**src/rtl/uart_host_rx.sv**
```systemverilog
// Host-side UART receiver: oversamples the chip TX line, deframes 8N1 characters
// (optionally with a parity bit), and delivers bytes through a small
// first-word-fall-through FIFO with a valid/ready interface. Framing, parity and
// overflow problems are reported as single-cycle pulses.
module uart_host_rx #(
  parameter int Freq      = 500000,
  parameter int Baud      = 7200,
  parameter int ParityEn  = 0,
  parameter int ParityOdd = 0,
  parameter int FifoDepth = 4
) (
  input  logic       clk_i,
  input  logic       rst_i,
  input  logic       rx_i,
  output logic [7:0] rx_data_o,
  output logic       rx_valid_o,
  input  logic       rx_ready_i,
  output logic       frame_err_o,
  output logic       parity_err_o,
  output logic       overflow_o,
  output logic       busy_o
);

  localparam int CyclesPerBit = Freq / Baud;
  localparam int CntW         = $clog2(CyclesPerBit);
  localparam int PtrW         = $clog2(FifoDepth);

  localparam logic [CntW-1:0] HalfLoad = CntW'(CyclesPerBit / 2 - 1);
  localparam logic [CntW-1:0] FullLoad = CntW'(CyclesPerBit - 1);
  localparam logic            OddBit   = (ParityOdd != 0);
  localparam logic            HasPar   = (ParityEn != 0);

  typedef enum logic [2:0] {
    IDLE   = 3'd0,
    START  = 3'd1,
    DATA   = 3'd2,
    PARITY = 3'd3,
    STOP   = 3'd4,
    BREAK  = 3'd5
  } state_e;

  state_e            state_q, state_d;
  logic [2:0]        sync_q, sync_d;
  logic [CntW-1:0]   cnt_q, cnt_d;
  logic [2:0]        bit_idx_q, bit_idx_d;
  logic [7:0]        shift_q, shift_d;
  logic              par_bad_q, par_bad_d;
  logic              frame_err_q, frame_err_d;
  logic              parity_err_q, parity_err_d;
  logic              overflow_q, overflow_d;
  logic [PtrW:0]     wr_ptr_q, wr_ptr_d;
  logic [PtrW:0]     rd_ptr_q, rd_ptr_d;
  logic [7:0]        mem_q [FifoDepth];

  logic rx_s;
  logic rx_fall;
  logic push;
  logic do_push;
  logic pop;
  logic fifo_empty;
  logic fifo_full;

  // sync_q[1] is the synchronized line, sync_q[2] its previous value for edge detect
  assign rx_s    = sync_q[1];
  assign rx_fall = sync_q[2] & ~sync_q[1];

  // Deframing FSM: next state, bit counter, shift register and error pulses
  always_comb begin
    state_d      = state_q;
    sync_d       = {sync_q[1:0], rx_i};
    cnt_d        = (cnt_q != '0) ? cnt_q - 1'b1 : cnt_q;
    bit_idx_d    = bit_idx_q;
    shift_d      = shift_q;
    par_bad_d    = par_bad_q;
    frame_err_d  = 1'b0;
    parity_err_d = 1'b0;
    push         = 1'b0;
    unique case (state_q)
      IDLE: begin
        if (rx_fall) begin
          state_d = START;
          cnt_d   = HalfLoad;
        end
      end
      START: begin
        if (cnt_q == '0) begin
          if (!rx_s) begin
            state_d   = DATA;
            bit_idx_d = 3'd0;
            par_bad_d = 1'b0;
            cnt_d     = FullLoad;
          end else begin
            // Line went back high before mid start bit: treat as a glitch
            state_d = IDLE;
            cnt_d   = '0;
          end
        end
      end
      DATA: begin
        if (cnt_q == '0) begin
          shift_d = {rx_s, shift_q[7:1]};
          cnt_d   = FullLoad;
          if (bit_idx_q == 3'd7) begin
            state_d = HasPar ? PARITY : STOP;
          end else begin
            bit_idx_d = bit_idx_q + 3'd1;
          end
        end
      end
      PARITY: begin
        if (cnt_q == '0) begin
          par_bad_d = (rx_s != ((^shift_q) ^ OddBit));
          state_d   = STOP;
          cnt_d     = FullLoad;
        end
      end
      STOP: begin
        if (cnt_q == '0) begin
          cnt_d = '0;
          if (rx_s) begin
            state_d = IDLE;
            if (par_bad_q) parity_err_d = 1'b1;
            else           push         = 1'b1;
          end else begin
            frame_err_d = 1'b1;
            state_d     = BREAK;
          end
        end
      end
      BREAK: begin
        // Stay here for the whole break so it reports only one framing error
        if (rx_s) begin
          state_d = IDLE;
          cnt_d   = '0;
        end
      end
      default: begin
        state_d = IDLE;
        cnt_d   = '0;
      end
    endcase
  end

  // FIFO control: full/empty from pointers with an extra wrap bit
  always_comb begin
    fifo_empty = (wr_ptr_q == rd_ptr_q);
    fifo_full  = (wr_ptr_q[PtrW] != rd_ptr_q[PtrW]) &&
                 (wr_ptr_q[PtrW-1:0] == rd_ptr_q[PtrW-1:0]);
    pop        = rx_ready_i & ~fifo_empty;
    do_push    = push & (~fifo_full | pop);
    overflow_d = push & fifo_full & ~pop;
    wr_ptr_d   = wr_ptr_q + (PtrW+1)'(do_push);
    rd_ptr_d   = rd_ptr_q + (PtrW+1)'(pop);
  end

  // Control and status registers; synchronizer resets to idle-high
  always_ff @(posedge clk_i or posedge rst_i) begin
    if (rst_i) begin
      state_q      <= IDLE;
      sync_q       <= 3'b111;
      cnt_q        <= '0;
      bit_idx_q    <= 3'd0;
      shift_q      <= 8'h00;
      par_bad_q    <= 1'b0;
      frame_err_q  <= 1'b0;
      parity_err_q <= 1'b0;
      overflow_q   <= 1'b0;
      wr_ptr_q     <= '0;
      rd_ptr_q     <= '0;
    end else begin
      state_q      <= state_d;
      sync_q       <= sync_d;
      cnt_q        <= cnt_d;
      bit_idx_q    <= bit_idx_d;
      shift_q      <= shift_d;
      par_bad_q    <= par_bad_d;
      frame_err_q  <= frame_err_d;
      parity_err_q <= parity_err_d;
      overflow_q   <= overflow_d;
      wr_ptr_q     <= wr_ptr_d;
      rd_ptr_q     <= rd_ptr_d;
    end
  end

  // FIFO storage; contents need no reset because the pointers gate visibility
  always_ff @(posedge clk_i) begin
    if (do_push) mem_q[wr_ptr_q[PtrW-1:0]] <= shift_q;
  end

  assign rx_valid_o   = ~fifo_empty;
  assign rx_data_o    = fifo_empty ? 8'h00 : mem_q[rd_ptr_q[PtrW-1:0]];
  assign frame_err_o  = frame_err_q;
  assign parity_err_o = parity_err_q;
  assign overflow_o   = overflow_q;
  assign busy_o       = (state_q != IDLE);

endmodule

```
**config.mk**
```make
export PLATFORM = sky130hd
export DESIGN_NAME = uart_host_rx
export DESIGN_NICKNAME = d
export VERILOG_FILES = /design/src/rtl/uart_host_rx.sv
export SDC_FILE = /design/constraint.sdc
export NUM_CORES = 1
export LEC_CHECK = 0
export ABC_AREA = 1
export CAP_MARGIN = 20
export CORE_MARGIN = 5
export CORE_UTILIZATION = 68
export CTS_CLUSTER_DIAMETER = 40
export DETAILED_ROUTE_END_ITERATION = 7
export DONT_BUFFER_PORTS = 1
export PLACE_DENSITY = 0.84
export SLEW_MARGIN = 25
export SYNTH_ARGS = -nofsm -noshare
export SYNTH_HDL_FRONTEND = slang
export SYNTH_SLANG_ARGS = --single-unit
```
**constraint.sdc**
```tcl
create_clock -name clk_i -period 4.9 [get_ports clk_i]
set_input_delay 0.98 -clock clk_i [delete_from_list [all_inputs] [get_ports clk_i]]
set_output_delay 0.98 -clock clk_i [all_outputs]
set_load 0.05 [all_outputs]
```
### Word level (Yosys, flattened, before mapping)

Memory sizes are Yosys's and may differ from the RTL's.
Cells that the tools add are included.

| word-level totals | value |
|---|---|
| register bits after elaboration | 34 |
| bits in writable memories | 32 |
| output and inout bits | 13 |
| logic and storage cells | 99 |
| memories kept | 1 |

| cells by class | value |
|---|---|
| add/subtract/negate cells | 4 |
| equal/unequal tests | 19 |
| muxes and demuxes | 41 |
| bitwise gates (word level) | 10 |
| reductions and logical operators | 13 |

Memory list:

| memory | depth | width | rd ports | clocked after Yosys merged registers in | write ports | line | text |
|---|---|---|---|---|---|---|---|
| mem_q | 4 | 8 | 1 | 0 | 1 | 53 | `logic [7:0] mem_q [FifoDepth];` |

Operator list:

| cell | count |
|---|---|
| two-way mux 7 bit | 7 |
| two-way mux 3 bit | 12 |
| case mux 7 bit (5 select lines) | 1 |
| inequality test 2 bit, second input constant | 9 |
| case mux 3 bit (6 select lines) | 1 |
| two-way mux 1 bit | 16 |
| == test 3 bit, second input constant | 3 |
| two-way mux 8 bit | 1 |
| parity 8 bit | 1 |
| zero test 7 bit | 1 |
| AND reduction 7 bit | 1 |
| nonzero test 7 bit | 1 |
| subtractor 7 x 1 -> 7 bit, second input constant | 1 |
| adder 3 x 1 -> 3 bit | 2 |
| == test 3 x 2 -> 1 bit, second input constant | 2 |
| case mux 3 bit (2 select lines) | 1 |
| AND 1 bit | 5 |
| AND reduction 5 bit | 1 |
| NOT 1 bit | 4 |
| AND reduction 4 bit | 1 |
| nonzero test 2 bit | 2 |
| adder 3 x 1 -> 3 bit, second input constant | 1 |
| == test 3 x 1 -> 1 bit, second input constant | 1 |
| == test 3 bit | 1 |
| 10 further kinds | 11 |

### Logic depth before layout (Yosys ltp)

| logic depth | value |
|---|---|
| word-level depth | 7 |
| mapped depth | 10 |
| gate-level depth less buffers | 10 |

### Worst setup path after synthesis

OpenSTA, ideal clock, no wires.

| timing path | value |
|---|---|
| path kind | register -> output |
| start point | register rd_ptr_q[1] |
| end point | output port rx_data_o[0] |
| data arrival time | 1.510 ns |
| setup slack | 2.410 ns |
| stages on the path, launching flop included | 7 |
| buffers on the path | 1 |
| cell sequence | dfrtp_1 buf_2 or2_1 a21oi_2 nand2_2 nand2_1 inv_1 |

| on the way | value |
|---|---|
| word-level cells in the longest chain between the ends | 2 |
| elaborated cells on any way between the ends | 3 |
| classes of those cells | eq/ne: 1; mux: 1; memory: 1 |

Ends and longest elaborated chain:

| what | line | text |
|---|---|---|
| start: declaration | 52 | `logic [PtrW:0] rd_ptr_q, rd_ptr_d;` |
| start signal: assignment | 181 | `rd_ptr_q <= rd_ptr_d;` |
| memory read (4 x 8 bit) / == test 3 bit (equally long branches) | - |  |
| two-way mux 8 bit (*) | 191 | `assign rx_data_o = fifo_empty ? 8'h00 : mem_q[rd_ptr_q[PtrW-1:0]];` |
| end: declaration | 15 | `output logic [7:0] rx_data_o,` |

Every way passes the cells marked *; elsewhere a longest branch is shown, timed or not.

### Worst setup path after layout

| timing path | value |
|---|---|
| start point | register rd_ptr_q[1] |
| end point | output port rx_data_o[6] |

Same word-level chain as after synthesis.

==> run metrics <==
final estimated routing congestion in global placement=0.918; post-DP HPWL=4.22 mm; time the final worst path needs with I/O delays and setup=3.11 ns; DRC marker count from the first detailed-route iteration=215; vias per cell=5.56; run status=completed; Setup CP Type=reg -> out; routed wirelength normalized by instance count=14.5 µm; Finish-stage setup viols=0; pin count of the biggest net entering global routing=22; Leakage Power=1.53 nW; Worst EP required=3.92 ns; number of global-route vias before repair=2124; worst vdd ir=0.402 mV; horizontal die dimension=78.4 µm; number of cell rows=24; Max Cap Viol=0; worst max-slew margin expressed relative to the limit=50.4%; cell at the root of the clock tree=sky130_fd_sc_hd__clkbuf_8; Routed WL=5.76 mm; Antenna diodes=0; placement-stage worst setup slack=2.15 ns; synthesized instance count=336; number of buffers added to fix hold violations after cts=0; Post-Syn Area per Cell=9.46 µm²; vias=2213; overall die area=6140 µm²; post-layout util=76.5%; internal reg-to-reg setup slack=2.54 ns; number of I/O pins=17; TritonCTS clock tree=done; total CTS buffers=9; post-synthesis net count=348; total iterations of the first detailed-routing run=4; count of final hold-check violations=0; core outline area=4440 µm²; H-tree depth reported by CTS=3; kind of capture point of the worst setup path=output port; Area growth syn-to-layout=6.97%; count of instances resized after the clock tree is built=0; input/output buffers=0; most common flop cell mapped by yosys=sky130_fd_sc_hd__edfxtp_1; initial antenna violation count=0; buffer count from post-CTS setup fixing=0; summed negative setup slack over all endpoints=0 ns; share of final-layout standard cells stronger than drive strength 1=11.3%; Initial Utilization=71.5%; total routing usage reported by global routing=20.6%; final critical-path share of the clock period=63.4%; slew at the pin closest to its max-slew limit=0.741 ns; maximum frequency from static timing analysis=0.322 GHz; Arr. time, crit path=2.13 ns; global-route wire length before repair=9.75 mm; power density over cell area=630 nW/µm²; clock-pin transition on the worst setup and hold timing paths=0.07 ns; CTS sink count=66; critical path fanouts, max=19; final routed DRC violation total=0; unrepaired setup endpoints after global routing=false; post-route antenna net violation count=0; total of warnings raised by yosys=0; Yosys cell types=36; Nets=353; grt ovf=0; Hold WC Path Type=reg -> reg; clk_lat worst skew=0.33 ns; Final Skew=0.00722 ns; startpoint class of the critical path=register; overall die height=78.4 µm; post-synthesis sequential area ratio=57.1%; Netlist Area Pre-Place=3180 µm²; count of state elements after synthesis=66; number of enable flip-flop cells after synthesis=32; Pins Over Slew Limit=0; PnR worst setup slack=1.79 ns; deepest clock path buffer count=2; share of flip-flops with an asynchronous set or reset after synthesis=51.5%
==> report_power, final <==
part | internal [mW] | switching [mW] | total (mW)
Clock | 0.262 | 0.192 | 0.454
Combinational | 0.230 | 0.680 | 0.910
Sequential | 0.661 | 0.117 | 0.778
Total | 1.15 | 0.989 | 2.14
==> final cells by class <==
type	instances	area, µm²
sequential	66	1820
multi-input combinational	218	1140
fill	293	1040
inverter	45	169
clock buffer	13	159
tap	52	65.1
clock inverter	3	40.0
timing repair buffer	1	7.51
==> final timing paths <==
path / cells past startpoint / endpoint / start
setup / recovery: 5 / rx_data_o[6] / rd_ptr_q[1]$_DFF_PP0_
hold / removal: 0 / sync_q[1]$_DFF_PP1_ / sync_q[0]$_DFF_PP1_
setup reg to reg: 6 / mem_q[2][6]$_DFFE_PP_ / cnt_q[0]$_DFF_PP0_
hold reg to reg: 0 / sync_q[1]$_DFF_PP1_ / sync_q[0]$_DFF_PP1_
max in group asynchronous: 2 / sync_q[2]$_DFF_PP1_ / rst_i
min in group asynchronous: 1 / cnt_q[1]$_DFF_PP0_ / rst_i
==> cell families after synthesis <==
logic type	count (synthesis)	share of synthesized area (%)
xor+xnor	7	1.93
fa+ha+maj	8	3.15
buf+inv	52	6.89
flops	66	57.1
simple gates	162	23.1
compound gates	41	7.87
==> stage by stage <==
step | instances | hold WS (ns) | cell area (µm²) | total power, mW
4_1_cts | 398 | 0.357 | 3400 | 2.15
2_1_floorplan | 336 | 0.345 | 3180 | 1.58
3_3_place_gp | 382 | 0.346 | 3200 | 1.66
5_1_grt | 398 | 0.366 | 3400 | 2.29
3_5_place_dp | 382 | 0.347 | 3200 | 1.70
6_report | 398 | 0.357 | 3400 | 2.14
==> layout by cell type, fill, tap and decap left out, types with 2 or more instances in the layout <==
master,instances
sky130_fd_sc_hd__dfrtp_1,31
sky130_fd_sc_hd__o21ai_1,15
sky130_fd_sc_hd__clkinv_2,2
sky130_fd_sc_hd__o21ai_0,10
sky130_fd_sc_hd__nand2_1,87
sky130_fd_sc_hd__nor3_1,4
sky130_fd_sc_hd__o32ai_1,8
sky130_fd_sc_hd__inv_1,41
sky130_fd_sc_hd__nand3_1,9
sky130_fd_sc_hd__dfstp_2,3
sky130_fd_sc_hd__clkbuf_1,2
sky130_fd_sc_hd__ha_1,8
sky130_fd_sc_hd__edfxtp_1,32
sky130_fd_sc_hd__nor2_4,2
sky130_fd_sc_hd__nand2_2,5
sky130_fd_sc_hd__nor2_2,4
sky130_fd_sc_hd__clkbuf_8,11
sky130_fd_sc_hd__xor2_1,6
sky130_fd_sc_hd__a21oi_1,5
sky130_fd_sc_hd__inv_2,3
sky130_fd_sc_hd__nor2_1,41
sky130_fd_sc_hd__nand4_1,2
==> layer usage <==
layer | vias up | GRT usage (%) | share of wire (%)
met4 | 0 | 9.44 | 2.6
li1 | 1104 | - | -
met2 | 45 | 33.9 | 49
met3 | 15 | 4.81 | 3.1
met1 | 1049 | 26.0 | 46
met5 | - | 0 | 0
==> cell usage after synthesis, types with 2 or more instances <==
cell | number | area, µm²
sky130_fd_sc_hd__nand2_1 | 87 | 327
sky130_fd_sc_hd__inv_1 | 41 | 154
sky130_fd_sc_hd__nor2_1 | 41 | 154
sky130_fd_sc_hd__edfxtp_1 | 32 | 961
sky130_fd_sc_hd__dfrtp_1 | 31 | 776
sky130_fd_sc_hd__o21ai_1 | 15 | 75.1
sky130_fd_sc_hd__o21ai_0 | 10 | 50.1
sky130_fd_sc_hd__nand3_1 | 9 | 45.0
sky130_fd_sc_hd__ha_1 | 8 | 100
sky130_fd_sc_hd__o32ai_1 | 8 | 70.1
sky130_fd_sc_hd__xor2_1 | 6 | 52.6
sky130_fd_sc_hd__a21oi_1 | 5 | 25.0
sky130_fd_sc_hd__nand2_2 | 5 | 31.3
sky130_fd_sc_hd__nor2_2 | 4 | 25.0
sky130_fd_sc_hd__nor3_1 | 4 | 20.0
sky130_fd_sc_hd__dfstp_2 | 3 | 78.8
sky130_fd_sc_hd__inv_2 | 3 | 11.3
sky130_fd_sc_hd__buf_4 | 2 | 15.0
sky130_fd_sc_hd__buf_6 | 2 | 22.5
sky130_fd_sc_hd__clkbuf_1 | 2 | 7.51
sky130_fd_sc_hd__nand4_1 | 2 | 12.5
sky130_fd_sc_hd__nor2_4 | 2 | 22.5
==> worst max-delay path, cell delays in order, from the launching register on <==
cell and delay (ns):
sky130_fd_sc_hd__dfrtp_1 0.57, sky130_fd_sc_hd__or2_1 0.33, sky130_fd_sc_hd__a21oi_2 0.20, sky130_fd_sc_hd__nand2_2 0.30, sky130_fd_sc_hd__nand2_1 0.17, sky130_fd_sc_hd__inv_1 0.22
==> state kept, by name, indices dropped and copies added, names as in the netlist, 3 cells and up <==
name       count
shift_q        8
cnt_q          7
state_q        3
mem_q         32
sync_q         3
bit_idx_q      3
rd_ptr_q       3
wr_ptr_q       3
(Power assumes the default switching activity.)
